### config.mk
export PLATFORM = sky130hd
export DESIGN_NAME = sr_ff_driver_flat
export DESIGN_NICKNAME = d
export VERILOG_FILES = /design/src/rtl/sr_drv_pkg.sv /design/src/rtl/sr_ff_driver_if.sv /design/src/rtl/sr_excitation.sv /design/src/rtl/sr_ff_driver.sv /design/src/flat_wrapper.sv
export SDC_FILE = /design/constraint.sdc
export NUM_CORES = 1
export LEC_CHECK = 0
export CAP_MARGIN = 15
export CORE_MARGIN = 1.5
export CORE_UTILIZATION = 39
export DETAILED_ROUTE_END_ITERATION = 8
export PLACE_DENSITY = 0.73
export SLEW_MARGIN = 20
export SYNTH_ARGS = -nofsm -noshare
export SYNTH_HDL_FRONTEND = slang
export SYNTH_SLANG_ARGS = --single-unit
### constraint.sdc
create_clock -name clk -period 1.3 [get_ports clk]
set_clock_uncertainty 0.2 [all_clocks]
set_input_delay 0.26 -clock clk [delete_from_list [all_inputs] [get_ports clk]]
set_output_delay 0.26 -clock clk [all_outputs]
set_load 0.01 [all_outputs]
### src/rtl/sr_drv_pkg.sv
// -----------------------------------------------------------------------------
// sr_drv_pkg
// Shared definitions for the SR flip-flop bank driver.
//   - STATE_W / *_ENC : FSM state width and encodings
//   - state_t         : FSM state type built from those encodings
//   - cnt_width()     : bit width of a counter that must hold 0..max_val
// -----------------------------------------------------------------------------
package sr_drv_pkg;

   localparam int STATE_W = 3;

   localparam logic [STATE_W-1:0] IDLE_ENC   = 3'd0;
   localparam logic [STATE_W-1:0] DRIVE_ENC  = 3'd1;
   localparam logic [STATE_W-1:0] SETTLE_ENC = 3'd2;
   localparam logic [STATE_W-1:0] DONE_ENC   = 3'd3;
   localparam logic [STATE_W-1:0] ERR_ENC    = 3'd4;

   typedef enum logic [STATE_W-1:0] {
      ST_IDLE   = IDLE_ENC,
      ST_DRIVE  = DRIVE_ENC,
      ST_SETTLE = SETTLE_ENC,
      ST_DONE   = DONE_ENC,
      ST_ERR    = ERR_ENC
   } state_t;

   // Never returns less than 1 so that a counter for max_val=0 stays legal.
   function automatic int cnt_width(input int max_val);
      return (max_val < 1) ? 1 : $clog2(max_val + 1);
   endfunction

endpackage

### src/rtl/sr_ff_driver_if.sv
// -----------------------------------------------------------------------------
// sr_ff_driver_if
// Command and flop-bank signals between a target source / SR flop bank
// (master side) and sr_ff_driver (slave side).
//   tgt_valid, tgt_data : target request from the source
//   tgt_ready           : driver can accept a target
//   q_fb                : Q outputs of the SR flop bank
//   s, r                : set / reset excitation to the flop bank
//   busy, done, err     : transaction status; done/err are one-cycle pulses
//   mismatch            : target ^ Q captured when a settle timeout fires
// -----------------------------------------------------------------------------
interface sr_ff_driver_if #(
   parameter int WIDTH = 4
);
   logic             tgt_valid;
   logic             tgt_ready;
   logic [WIDTH-1:0] tgt_data;
   logic [WIDTH-1:0] q_fb;
   logic [WIDTH-1:0] s;
   logic [WIDTH-1:0] r;
   logic             busy;
   logic             done;
   logic             err;
   logic [WIDTH-1:0] mismatch;

   modport master (
      output tgt_valid, tgt_data, q_fb,
      input  tgt_ready, s, r, busy, done, err, mismatch
   );

   modport slave (
      input  tgt_valid, tgt_data, q_fb,
      output tgt_ready, s, r, busy, done, err, mismatch
   );
endinterface

### src/rtl/sr_excitation.sv
// -----------------------------------------------------------------------------
// sr_excitation
// Per-bit SR excitation that moves a flop from cur toward tgt.
//   tgt    : requested state
//   cur    : current Q
//   s_next : set where tgt=1 and cur=0
//   r_next : reset where tgt=0 and cur=1
// S and R are never both set on a bit, since they need opposite cur values.
// -----------------------------------------------------------------------------
module sr_excitation #(
   parameter int WIDTH = 4
) (
   input  logic [WIDTH-1:0] tgt,
   input  logic [WIDTH-1:0] cur,
   output logic [WIDTH-1:0] s_next,
   output logic [WIDTH-1:0] r_next
);
   assign s_next = tgt & ~cur;
   assign r_next = ~tgt & cur;
endmodule

### src/rtl/sr_ff_driver.sv
// -----------------------------------------------------------------------------
// sr_ff_driver
// Drives a WIDTH-bit SR flop bank to a requested target, one target per
// valid/ready transaction: pulse S/R for PULSE_CYCLES, then wait for Q to
// match and report done (or err on settle timeout).
//   clk : clock, rising edge
//   rst : synchronous active-high reset
//   bus : sr_ff_driver_if.slave (tgt_valid/tgt_ready/tgt_data, q_fb,
//         s, r, busy, done, err, mismatch)
// Optional feature: define SR_DRV_TIMEOUT_EN to add a TIMEOUT-cycle settle
// limit that ends in an err pulse with mismatch captured. Without it SETTLE
// waits for a match indefinitely and err/mismatch read 0.
// -----------------------------------------------------------------------------
module sr_ff_driver
   import sr_drv_pkg::*;
#(
   parameter int WIDTH        = 4,
   parameter int PULSE_CYCLES = 1,
   parameter int TIMEOUT      = 16
) (
   input logic clk,
   input logic rst,
   sr_ff_driver_if.slave bus
);

   if (PULSE_CYCLES < 1 || TIMEOUT < 1) begin : g_param_check
      $error("sr_ff_driver: PULSE_CYCLES and TIMEOUT must both be at least 1");
   end

   localparam int PULSE_W = cnt_width(PULSE_CYCLES);

   state_t             state, state_nxt;
   logic               ready_q;
   logic [WIDTH-1:0]   tgt;
   logic [WIDTH-1:0]   s_q, r_q;
   logic [WIDTH-1:0]   s_next, r_next;
   logic [PULSE_W-1:0] pulse_cnt;
   logic               accept;
   logic               timeout;

   // The excitation is computed from the Q snapshot at accept time; the
   // registered s_q/r_q then hold that snapshot, so later Q motion is ignored.
   sr_excitation #(.WIDTH(WIDTH)) u_exc (
      .tgt    (bus.tgt_data),
      .cur    (bus.q_fb),
      .s_next (s_next),
      .r_next (r_next)
   );

   // ready_q is only ever high in IDLE, so this is the full handshake.
   assign accept = bus.tgt_valid & ready_q;

   // NOTE: always_comb assigns every output a default first, so no path
   // through the case statement can leave a latch behind.
   always_comb begin
      state_nxt = state;
      bus.busy  = 1'b1;
      bus.done  = 1'b0;
      bus.err   = 1'b0;
      case (state)
         ST_IDLE: begin
            bus.busy = 1'b0;
            if (accept) begin
               state_nxt = (bus.tgt_data == bus.q_fb) ? ST_DONE : ST_DRIVE;
            end
         end
         ST_DRIVE: begin
            if (pulse_cnt == '0) state_nxt = ST_SETTLE;
         end
         ST_SETTLE: begin
            if (bus.q_fb == tgt) state_nxt = ST_DONE;
            else if (timeout)    state_nxt = ST_ERR;
         end
         ST_DONE: begin
            bus.done  = 1'b1;
            state_nxt = ST_IDLE;
         end
         ST_ERR: begin
`ifdef SR_DRV_TIMEOUT_EN
            bus.err   = 1'b1;
`endif
            state_nxt = ST_IDLE;
         end
         default: state_nxt = ST_IDLE;
      endcase
   end

   // NOTE: sequential state uses non-blocking assignments so every register
   // samples the pre-edge values, independent of statement order.
   always_ff @(posedge clk) begin
      if (rst) begin
         state     <= ST_IDLE;
         ready_q   <= 1'b0;
         s_q       <= '0;
         r_q       <= '0;
         pulse_cnt <= '0;
      end else begin
         state   <= state_nxt;
         ready_q <= (state_nxt == ST_IDLE);

         if (accept) begin
            pulse_cnt <= PULSE_W'(PULSE_CYCLES - 1);
         end else if (state == ST_DRIVE && pulse_cnt != '0) begin
            pulse_cnt <= pulse_cnt - 1'b1;
         end

         // Load on accept (zero when target already matches), hold through
         // DRIVE, clear on any other next state.
         if (accept) begin
            s_q <= s_next;
            r_q <= r_next;
         end else if (state_nxt != ST_DRIVE) begin
            s_q <= '0;
            r_q <= '0;
         end
      end
   end

   // NOTE: tgt is a data register that is only read after an accept has
   // written it, so it deliberately carries no reset.
   always_ff @(posedge clk) begin
      if (accept) tgt <= bus.tgt_data;
   end

`ifdef SR_DRV_TIMEOUT_EN
   localparam int SETTLE_W = cnt_width(TIMEOUT);

   logic [SETTLE_W-1:0] settle_cnt;
   logic [WIDTH-1:0]    mismatch_q;

   // settle_cnt is 0 in every non-SETTLE state, so it starts from 0 on entry
   // and equals (settle cycles elapsed - 1) during SETTLE.
   always_ff @(posedge clk) begin
      if (rst) begin
         settle_cnt <= '0;
         mismatch_q <= '0;
      end else begin
         settle_cnt <= (state == ST_SETTLE) ? settle_cnt + 1'b1 : '0;
         if (accept) begin
            mismatch_q <= '0;
         end else if (state == ST_SETTLE && state_nxt == ST_ERR) begin
            mismatch_q <= tgt ^ bus.q_fb;
         end
      end
   end

   assign timeout      = (settle_cnt == SETTLE_W'(TIMEOUT - 1));
   assign bus.mismatch = mismatch_q;
`else
   assign timeout      = 1'b0;
   assign bus.mismatch = '0;
`endif

   assign bus.tgt_ready = ready_q;
   assign bus.s         = s_q;
   assign bus.r         = r_q;

endmodule

### src/flat_wrapper.sv
// flat-port wrapper written by rule: the top's interface ports become plain ports
module sr_ff_driver_flat import sr_drv_pkg::*;
#(
   parameter int WIDTH        = 4,
   parameter int PULSE_CYCLES = 1,
   parameter int TIMEOUT      = 16
)
  (clk, rst, bus_tgt_valid, bus_tgt_data, bus_q_fb, bus_tgt_ready, bus_s, bus_r, bus_busy, bus_done, bus_err, bus_mismatch);
  sr_ff_driver_if #(.WIDTH(WIDTH)) bus_i ();
  input logic clk;
  input logic rst;
  input wire logic [$bits(bus_i.tgt_valid)-1:0] bus_tgt_valid;
  input wire logic [$bits(bus_i.tgt_data)-1:0] bus_tgt_data;
  input wire logic [$bits(bus_i.q_fb)-1:0] bus_q_fb;
  output wire logic [$bits(bus_i.tgt_ready)-1:0] bus_tgt_ready;
  output wire logic [$bits(bus_i.s)-1:0] bus_s;
  output wire logic [$bits(bus_i.r)-1:0] bus_r;
  output wire logic [$bits(bus_i.busy)-1:0] bus_busy;
  output wire logic [$bits(bus_i.done)-1:0] bus_done;
  output wire logic [$bits(bus_i.err)-1:0] bus_err;
  output wire logic [$bits(bus_i.mismatch)-1:0] bus_mismatch;
  assign bus_i.tgt_valid = bus_tgt_valid;
  assign bus_i.tgt_data = bus_tgt_data;
  assign bus_i.q_fb = bus_q_fb;
  assign bus_tgt_ready = bus_i.tgt_ready;
  assign bus_s = bus_i.s;
  assign bus_r = bus_i.r;
  assign bus_busy = bus_i.busy;
  assign bus_done = bus_i.done;
  assign bus_err = bus_i.err;
  assign bus_mismatch = bus_i.mismatch;
  sr_ff_driver #(.WIDTH(WIDTH), .PULSE_CYCLES(PULSE_CYCLES), .TIMEOUT(TIMEOUT)) u_core (.clk(clk), .rst(rst), .bus(bus_i));
endmodule
== Yosys cells after proc, flatten, opt, wreduce, memory -nomap -nowiden ==
Cells that the tools add are included.
Storage, ports and cells
  bits of input ports: 11
  logic and storage cells: 33
  bits in registers: 17
  output and inout bits: 16
Cells by class
  equal/unequal tests: 6
  mux-type cells: 10
  reduce and logical (&&, ||, !) cells: 5
  bitwise logic cells: 5
  $add $sub $neg: 1
Operators by type and width (number)
  4-bit two-way mux: 3
  3-bit two-way mux: 3
  3-bit case mux with 3 select lines: 1
  4-bit bitwise AND: 2
  4-bit equality test: 2
  4-bit inverter: 2
  3-bit by 2-bit equality test with 1-bit output, second input constant: 2
  3-bit logical NOT: 2
  3-bit by 1-bit equality test with 1-bit output, second input constant: 1
  3-bit by 1-bit != test with 1-bit output, second input constant: 1
  1-bit two-way mux: 2
  2-bit two-way mux: 1
  2-bit nonzero test: 1
  2-bit OR reduction: 1
  1-bit bitwise AND: 1
  1-bit logical AND: 1
  1-bit subtractor, second input constant: 1

== Depth between registers and ports, before layout ==
Gate-level depths: netlist (run 1).
  depth after elaboration: 7
  gate-level depth with buffers: 6
  mapped depth without buffers: 6

== Hierarchy ==
From an unflattened synthesis (run 1), not the netlist that was laid out.
Unflattened totals
  cell total of the unflattened synthesis: 87
  area total of the unflattened synthesis: 898.4 µm²
By module, submodules not included
  sr_ff_driver: cells an instance 79, times used 1, sequential area each 380.4 µm², area each 828.3 µm²
  sr_excitation: cells an instance 8, times used 1, sequential area each 0.0 µm², area each 70.1 µm²

== Worst setup path after synthesis (run 1) ==
Ideal clock, no wire load.
  kind: input -> register
  start: in bus_q_fb[0]
  end: reg u_core.state[1]
  data arrival time: 1.037 ns
  stages on the path: 6
  library setup time: 0.114 ns
  data required time: 0.986 ns
  path buffers: 0
  setup slack: -0.051 ns
  cells stage by stage: inv_1 -> ha_1 -> and4b_1 -> nand3_1 -> a31oi_1 -> and2b_1
Between the ends
  cells in the longest elaborated chain, start to end: 4
  elaborated cells between the ends (all ways): 6
  those cells by class: 2 x eq/ne; 4 x mux
RTL lines
  start: declaration: line flat_wrapper.sv:14  | input wire logic [$bits(bus_i.q_fb)-1:0] bus_q_fb;
  4-bit equality test: line sr_ff_driver.sv:64  | state_nxt = (bus.tgt_data == bus.q_fb) ? ST_DONE : ST_DRIVE;
  2-bit two-way mux: line sr_ff_driver.sv:64
  3-bit two-way mux: line sr_ff_driver.sv:63  | if (accept) begin
  3-bit case mux with 3 select lines (*): line sr_ff_driver.sv:60  | case (state)
  end signal: assignment: line sr_ff_driver.sv:98  | state <= state_nxt;
  end: declaration: line sr_ff_driver.sv:32  | state_t state, state_nxt;
Every way passes the cells marked *; elsewhere a longest branch is shown, timed or not.
A chain may end at the register's enable or synchronous reset.

== Worst setup path after layout (run 1) ==
  start: reg u_core.state[0]
  end: out bus_busy
Between the ends
  cells in the longest elaborated chain, start to end: 2
RTL lines
  3-bit logical NOT: line sr_ff_driver.sv:60
  1-bit two-way mux: line sr_ff_driver.sv:60
  end: declaration: line flat_wrapper.sv:18  | output wire logic [$bits(bus_i.busy)-1:0] bus_busy;
Every way passes these cells.

==> results.md, run 1 <==
* DRC at 0
* Layout Utilization at 66.4%
* Final min period at 1.59 ns
* Hpwl dp at 1310 µm
* Setup TNS Final at -2.45 ns
* Total routed wirelength at 1980 µm
* PwrDens at 813 nW/µm²
* Cts bufs inserted at 3
* I/O Buffers at 21
* P&R area growth vs syn at 61.9%
* Vias at 689
* Synth cell types at 22
* Router iterations before antenna repair at 4
* Worst Path Arrival at 1.13 ns
* Final antenna-violating net count at 0
* Area share of the leading cell type in the synthesized netlist at 33.0%
* Placed cell count at 140
* Initial antenna violation count at 0
* Cell Area, Placed at 1150 µm²
* Main flop type after synthesis: dfxtp_1
* Pin count of the biggest net entering global routing at 11
* Largest cells by area after synthesis: dfxtp_1 33%, edfxtp_1 15%, ha_1 13%, a22o_1 10%, buf_4 4.8%
* Share of layout cells above drive strength 1 at 52.4%
* RSZ-0062 raised after global routing: true
* Post-DR vias/cell at 4.56
* Clock buffer depth at 2
* Clk root buf: clkbuf_4
* Fin. max-slew vios at 0
* Post-route clock period utilization at 123%
* DIE AREA at 2300 µm²
* Site Rows at 16
* M1 GR Usage at 22.1%
* Status: complete, but fails checks
* LEAKAGE at 0.000634 µW
* Failing checks: setup timing
* HP Class: primary input to flop
* Cts hold-fix bufs at 0
* Starting Density at 41.0%
* Clk slew on worst S/H paths at 0.11 ns
* Crit-path slowest cell: dfxtp_2
* Slowest stage delay, CP at 0.35 ns
* Synthesized area per cell at 10.5 µm²
* Total power at 1040 µW
* GRT overflow at 0
* F_max at 627 MHz
* Number of enable flip-flop cells after synthesis at 4
* Worst-Skew Late Latency at 0.29 ns
* Setup-failing EPs final at 13
* Initial DRC Count at 5
* Max VDD drop at 0.000446 V
* FFs w/ async S/R, synth at 0%
* Final instance area at 1280 µm²
* Synthesized instance count at 75
* CP endpoint kind: primary output
* Worst path cell trace: or3_1, buf_2
* WP data required at 0.84 ns
* Synth area leader: dfxtp_1
* Share of the yosys chip area belonging to registers at 48.3%
* ANT cells at 0
* Vias in the first global route at 649
* Num ports at 27
* Routed len/inst at 13.1 µm
* #FFs+latches synth at 17
* First-pass GRT wire length at 2820 µm
* Critical path launch point type: flop
* Critical Path Fanout Max at 2
* H-tree levels at 1
* Die width at 48.0 µm
* CTS tree: built
* Fin nets at 144
* Synthesis Warnings at 0
* GR peak layer: met2
* Placeable Area at 1920 µm²
* Clock sink total at 17
* Area of the mapped netlist at 788 µm²
* Crit Path Class: flop to primary output
* Met2 Use GR at 32.5%
* Total GRT Usage at 18.8%
* Non-Filler Instances at 151
* Max-Cap Viols at 0
* Met3 Use GR at 2.26%
* Final-report hold violation count at 0
* Die Y at 48.0 µm
* Fin worst setup slack at -0.295 ns
* Gpl congestion at 0.877
==> report_power, final <==
part | switching, µW | internal (µW) | leakage (µW)
Sequential | 8.32 | 559 | 0.000148
Clock | 174 | 114 | 0.0000177
Combinational | 87.5 | 95.2 | 0.000468
==> synth_stat cells, drive strengths merged, types with 3 or more instances <==
cell and n:
a22o 9, buf 5, dfxtp 13, edfxtp 4, ha 8, inv 9, nand2 4, nor2 4
nor3 3, xor2 4
==> placed cells by master (no fill, tap or decap) <==
master            n
a21oi_1           1
a22o_1            9
a31oi_4           1
and2b_1           1
and4b_1           1
buf_2            11
buf_4            20
buf_6             4
clkbuf_4          3
clkdlybuf4s50_1   2
clkinv_2          1
conb_1            6
dfxtp_1           2
dfxtp_2          11
dlygate4sd2_1     8
edfxtp_1          4
ha_1              7
ha_4              1
inv_1             7
inv_2             2
nand2_1           2
nand2_2           1
nand2_4           1
nand2b_4          1
nand3_1           1
nand3b_1          1
nor2_1            1
nor2_4            3
nor2b_1           1
nor3_1            1
nor3_2            2
o21ai_2           1
or3_1             1
or3b_4            1
xor2_1            3
xor2_2            1
==> critical path: cells and delay by family, from the launching register on <==
family | cells | cell delay [ns]
buffers and inverters | 1 | 0.15
flip-flops | 1 | 0.35
AND/OR/NAND/NOR | 1 | 0.35
==> repair_timing <==
item | CTS | global route
endpoints found under the hold margin | 0 | 0
resized for setup | 79 | 6
pin swaps | 18 | 3
endpoints found under the setup margin | 26 | 13
setup buffers | 5 | 2
==> sequential cells by signal, summed over array words and instances (netlist names) <==
register and cells:
u_core.bus.s 4, u_core.pulse_cnt 1, u_core.bus.tgt_ready 1, u_core.state 3, u_core.tgt 4, u_core.bus.r 4
==> per-stage QoR <==
step,hold WS [ns],worst slack (ns)
floorplan,0.124,0.00140
global placement,0.260,-0.547
detailed placement,0.269,-0.593
CTS,0.203,-0.284
global route,0.213,-0.322
finish,0.204,-0.295
==> cell type report <==
cell class,instances,area [µm²]
clock buffers,3,22.5
multi-input cells,49,447
flip-flops and latches,17,394
repair buffers,45,340
clock inverters,1,5.00
inverters,9,33.8
well taps,27,33.8
fillers,167,646
==> logic make-up after synthesis <==
kind of cell | after synthesis | share of synthesized area, %
AO/OA/AOI/OAI | 12 | 12.1
AND/OR/NAND/NOR | 19 | 13.0
flip-flops | 17 | 48.3
adder cells (fa/ha/maj) | 8 | 12.7
XOR/XNOR | 4 | 4.44
other | 1 | 0.476
buffers and inverters | 14 | 9.05
==> path summary, 6_finish.rpt <==
path         cells past startpoint            start  slack, ns         endpoint
max                              2  u_core.state[0]      -0.29         bus_busy
min                              2  bus_tgt_data[0]       0.20    u_core.tgt[0]
max reg2reg                      5  u_core.state[0]      -0.25  u_core.state[1]
min reg2reg                      1  u_core.bus.s[3]       0.28  u_core.bus.s[3]
==> metal layers <==
layer	wire [µm]	vias to the layer above
met1	827	322
met5	0	-
met3	69	2
li1	-	342
met4	36	0
met2	1040	23
Power figures use the tool's default switching activity.
==> run 2, diff against run 1 <==
CORE_MARGIN = 4   (was 1.5)
==> run 2 against run 1 <==
The run still ends with setup timing left. Routed wire length decreased by 10%. Critical endpoint unchanged. Highest routed layer unchanged. Sequential cell count unchanged. Largest cell class unchanged. Critical path type unchanged. Register-to-register slack improved by 0.10 ns. Setup slack improved by 0.015 ns.
==> results.md, run 2 (same netlist as run 1, synthesis figures left out) <==
* Status: complete, but fails checks
* Failing checks: setup timing
* WP data required at 0.84 ns
* Int Power at 758 µW
* CP delay by family, top: simple AND/OR/NAND/NOR gates
* Clk root buf: clkbuf_4
* Total GRT Usage at 13.8%
* Cts bufs inserted at 3
* Max-Cap Viols at 0
* Crit Path Class: flop to primary output
* Min-delay src: bus_tgt_data[1]
* Num ports at 27
* Pin count of the biggest net entering global routing at 11
* Clock sink total at 17
* Critical Path Fanout Max at 2
* Vias in the first global route at 639
* Hpwl dp at 1310 µm
* LEAKAGE at 0.000590 µW
* Router iterations before antenna repair at 4
* Reg power frac at 55.6%
* Gpl congestion at 0.869
* CP endpoint kind: primary output
* FF-to-FF path depth at 4
* Share of layout cells above drive strength 1 at 47.9%
* Buf/Inv on CP at 1
* DRC at 0
* Initial antenna violation count at 0
* Final antenna-violating net count at 0
* CTS tree: built
* Post-route clock period utilization at 122%
* First-pass GRT wire length at 2750 µm
* Setup-failing EPs final at 13
* Post-DR vias/cell at 4.65
* Worst Path Arrival at 1.12 ns
* I/O Buffers at 21
* Worst hold stages at 2
* F_max at 633 MHz
* Total routed wirelength at 1770 µm
* Die width at 53.0 µm
* H-tree levels at 1
* Fin nets at 137
* PwrDens at 856 nW/µm²
* Worst Hold Path EP: u_core.tgt[1]
* Clock buffer depth at 2
* Starting Density at 43.3%
* HP Class: primary input to flop
* Worst path cell trace: or3_1, buf_2
* ANT cells at 0
* Placeable Area at 1820 µm²
* Initial DRC Count at 10
* FF-to-FF End: u_core.state[1]
* Most frequent cells in the layout: 17 x buf_4, 11 x buf_2, 10 x dfxtp_2
* Worst-Skew Late Latency at 0.29 ns
* Final min period at 1.58 ns
* Routed len/inst at 12.5 µm
* R2R Path Start: u_core.state[1]
* Die Y at 53.0 µm
* Setup TNS Final at -0.871 ns
* P&R area growth vs syn at 51.3%
* Fin. max-slew vios at 0
* GRT overflow at 0
* Vias at 661
* Clock network power share at 28.1%
* Slowest stage delay, CP at 0.36 ns
* Comb power frac at 16.2%
* RSZ-0062 raised after global routing: true
* Fin worst setup slack at -0.280 ns
* Critical path launch point type: flop
* Max VDD drop at 0.000677 V
* Switch Pwr at 262 µW
* Final-report hold violation count at 0
* Site Rows at 15
* Switching fraction of total power at 25.7%
* Total power at 1020 µW
* DIE AREA at 2800 µm²
* Commonest non-fill, non-tap cell in the layout: buf_4
* Clk slew on worst S/H paths at 0.10 ns
* Crit-path slowest cell: or3_1
* Flop-to-flop setup slack at -0.15 ns
-- run 2: power by group through the flow --
stage	Combinational [µW]	Sequential [µW]	Clock, µW
floorplan	65.9	581	0
global placement	162	577	0
detailed placement	166	578	0
CTS	159	567	291
global route	183	569	312
finish	166	568	287
-- run 2: worst max path at each step --
stage / depth (start not counted) / slack (ns) / end / start
after floorplan: 6 / 0.001 / u_core.state[1] / bus_q_fb[1]
after global placement: 6 / -0.55 / u_core.state[0] / bus_q_fb[3]
after detailed placement: 7 / -0.60 / u_core.state[1] / bus_q_fb[3]
after CTS: 2 / -0.29 / bus_busy / u_core.state[2]
after global routing: 2 / -0.33 / bus_busy / u_core.state[2]
final: 2 / -0.28 / bus_busy / u_core.state[2]
-- run 2: cell type report --
cell class | instances | area (µm²)
inverter | 9 | 33.8
timing repair buffer | 38 | 277
clock buffer | 3 | 22.5
fill | 149 | 628
multi-input combinational | 49 | 430
clock inverter | 1 | 5.00
sequential | 17 | 393
tap | 25 | 31.3
-- run 2: metrics by stage --
stage,utilization (%),hold WS (ns),instance area (µm²),std cells,worst slack (ns)
floorplan,-,0.124,821,80,0.00140
global placement,62.5,0.260,1140,136,-0.552
detailed placement,62.5,0.269,1140,136,-0.605
CTS,63.6,0.193,1160,142,-0.294
global route,65.5,0.191,1190,142,-0.334
finish,65.5,0.196,1190,142,-0.280
-- run 2: what timing repair did --
item	CTS	global route
gates resized for setup	70	7
endpoints found under the hold margin	0	0
setup buffers	2	0
hold buffers	0	0
endpoints found under the setup margin	26	17
pin swaps	9	5
-- run 2: routing by layer --
metal	up-vias	part of all wire, %	track usage (%)
li1	331	-	-
met1	303	40	14.7
met2	24	51	25.6
met3	3	8.5	5.35
met4	0	0.62	2.55
met5	-	0	0
==> variant: new RTL, flow settings as in run 1 <==
Set the package constant `STATE_W` to 6 (it was 3).
--- a/src/rtl/sr_drv_pkg.sv
+++ b/src/rtl/sr_drv_pkg.sv
@@ -8,5 +8,5 @@
 package sr_drv_pkg;
 
-   localparam int STATE_W = 3;
+   localparam int STATE_W = 6;
 
    localparam logic [STATE_W-1:0] IDLE_ENC   = 3'd0;
Check against the original RTL: no difference found for any inputs over 10 cycles, from zero or initial values and one cycle with rst high; that may be too few to reach the edited logic, so the function may still have changed.
==> variant against run 1 <==
The run still ends with setup timing left; synthesized area increased by 24%; largest power group unchanged; design area increased by 10%; synthesized cell count increased by 29%; total power increased by 8.0%; critical path depth increased by 3; sequential cell count increased by 3; worst setup slack got worse by 100 ps; wire length increased by 3.1%.
==> variant: results (changes against run 1) <==
status=finished with violations (unchanged); failing checks=setup timing (unchanged); Mapped Avg Cell Area=10.07 sq um (was 10.51 sq um); first-pass GRT wire length=3132 um (was 2822 um); Worst Path Arrival=1710 ps (was 1130 ps); FF-to-FF End=u_core.state[0]$_SDFF_PP0_ (was u_core.state[1]$_SDFF_PP0_); met3 wire len=123 um (was 69 um); share of power burned in the clock network=26.0% (was 27.8%); multiplexer area fraction after synthesis=1.024% (was 0%); met2 GRT Util=26.04% (was 32.53%); final wirelength=2036 um (was 1975 um); Synth Area in Adders=10.24% (was 12.70%); Hold EP=u_core.bus.s[3]$_SDFFE_PP0P_ (was u_core.tgt[0]$_DFFE_PP_); Leak=0.6048 nW (was 0.6339 nW); GRT Overall Usage=16.00% (was 18.85%); largest net degree at the start of global routing=20 (was 11); final worst slack=-396.4 ps (was -294.9 ps); worst hold margin=319.4 ps (was 203.6 ps); fill count=205 (was 167); min-delay src=u_core.bus.s[3]$_SDFFE_PP0P_ (was bus_tgt_data[0]); RD Place Congestion=0.8305 (was 0.8772); Worst Hold Class=flop to flop (was input port to flop); post-CTS setup buffer count=2 (was 5); r2r startpoint=u_core.state[4]$_SDFF_PP0_ (was u_core.state[0]$_SDFF_PP0_); sequential share of the synthesized area=45.07% (was 48.25%); synth unique cells=25 (was 22); DR WL met2=982 um (was 1041 um); cts repair resizes=70 (was 79); met3 Resource Use GR=3.672% (was 2.264%); synth top area cells=dfxtp_1 (33%), edfxtp_1 (12%), ha_1 (10%) (was dfxtp_1 (33%), edfxtp_1 (15%), ha_1 (13%)); DRT met1 WL=900 um (was 827 um); non-filler cells in the finished layout=164 (was 151); vias in the first global route=695 (was 649); Setup Viol. Count Final=14 (was 13); CP top delay family=simple AND/OR/NAND/NOR gates (was flip-flops); share of cells above drive strength 1=39.71% (was 52.42%); worst slack, placed=-595.5 ps (was -592.7 ps); peak supply drop=602.9 uV (was 445.7 uV); Total Neg Setup Slack=-4214 ps (was -2447 ps); Flop pwr share=59.1% (was 54.6%); Compound-Gate Fraction of Synth Area=9.347% (was 12.06%); Switching Fraction=24.84% (was 26.01%)
==> variant: final cells by class <==
type                    instances  share of cell area (%)
repair buffers                 37                   20.50
clock buffers                   3                   1.597
flip-flops and latches         20                   32.21
inverters                      17                   4.525
multi-input cells              59                   38.69
well taps                      28                   2.484
==> variant: how the worst max path moves through the flow <==
stage	start	to	slack, ps	cells after the start
6_report	u_core.state[4]$_SDFF_PP0_	u_core.state[0]$_SDFF_PP0_	-400	5
5_1_grt	u_core.state[4]$_SDFF_PP0_	bus_busy	-450	4
4_1_cts	u_core.state[4]$_SDFF_PP0_	u_core.state[0]$_SDFF_PP0_	-420	5
3_5_place_dp	bus_q_fb[1]	u_core.state[1]$_SDFF_PP0_	-600	6
3_3_place_gp	bus_q_fb[1]	u_core.state[1]$_SDFF_PP0_	-560	6
2_1_floorplan	u_core.state[5]$_SDFF_PP0_	u_core.state[0]$_SDFF_PP0_	-190	3
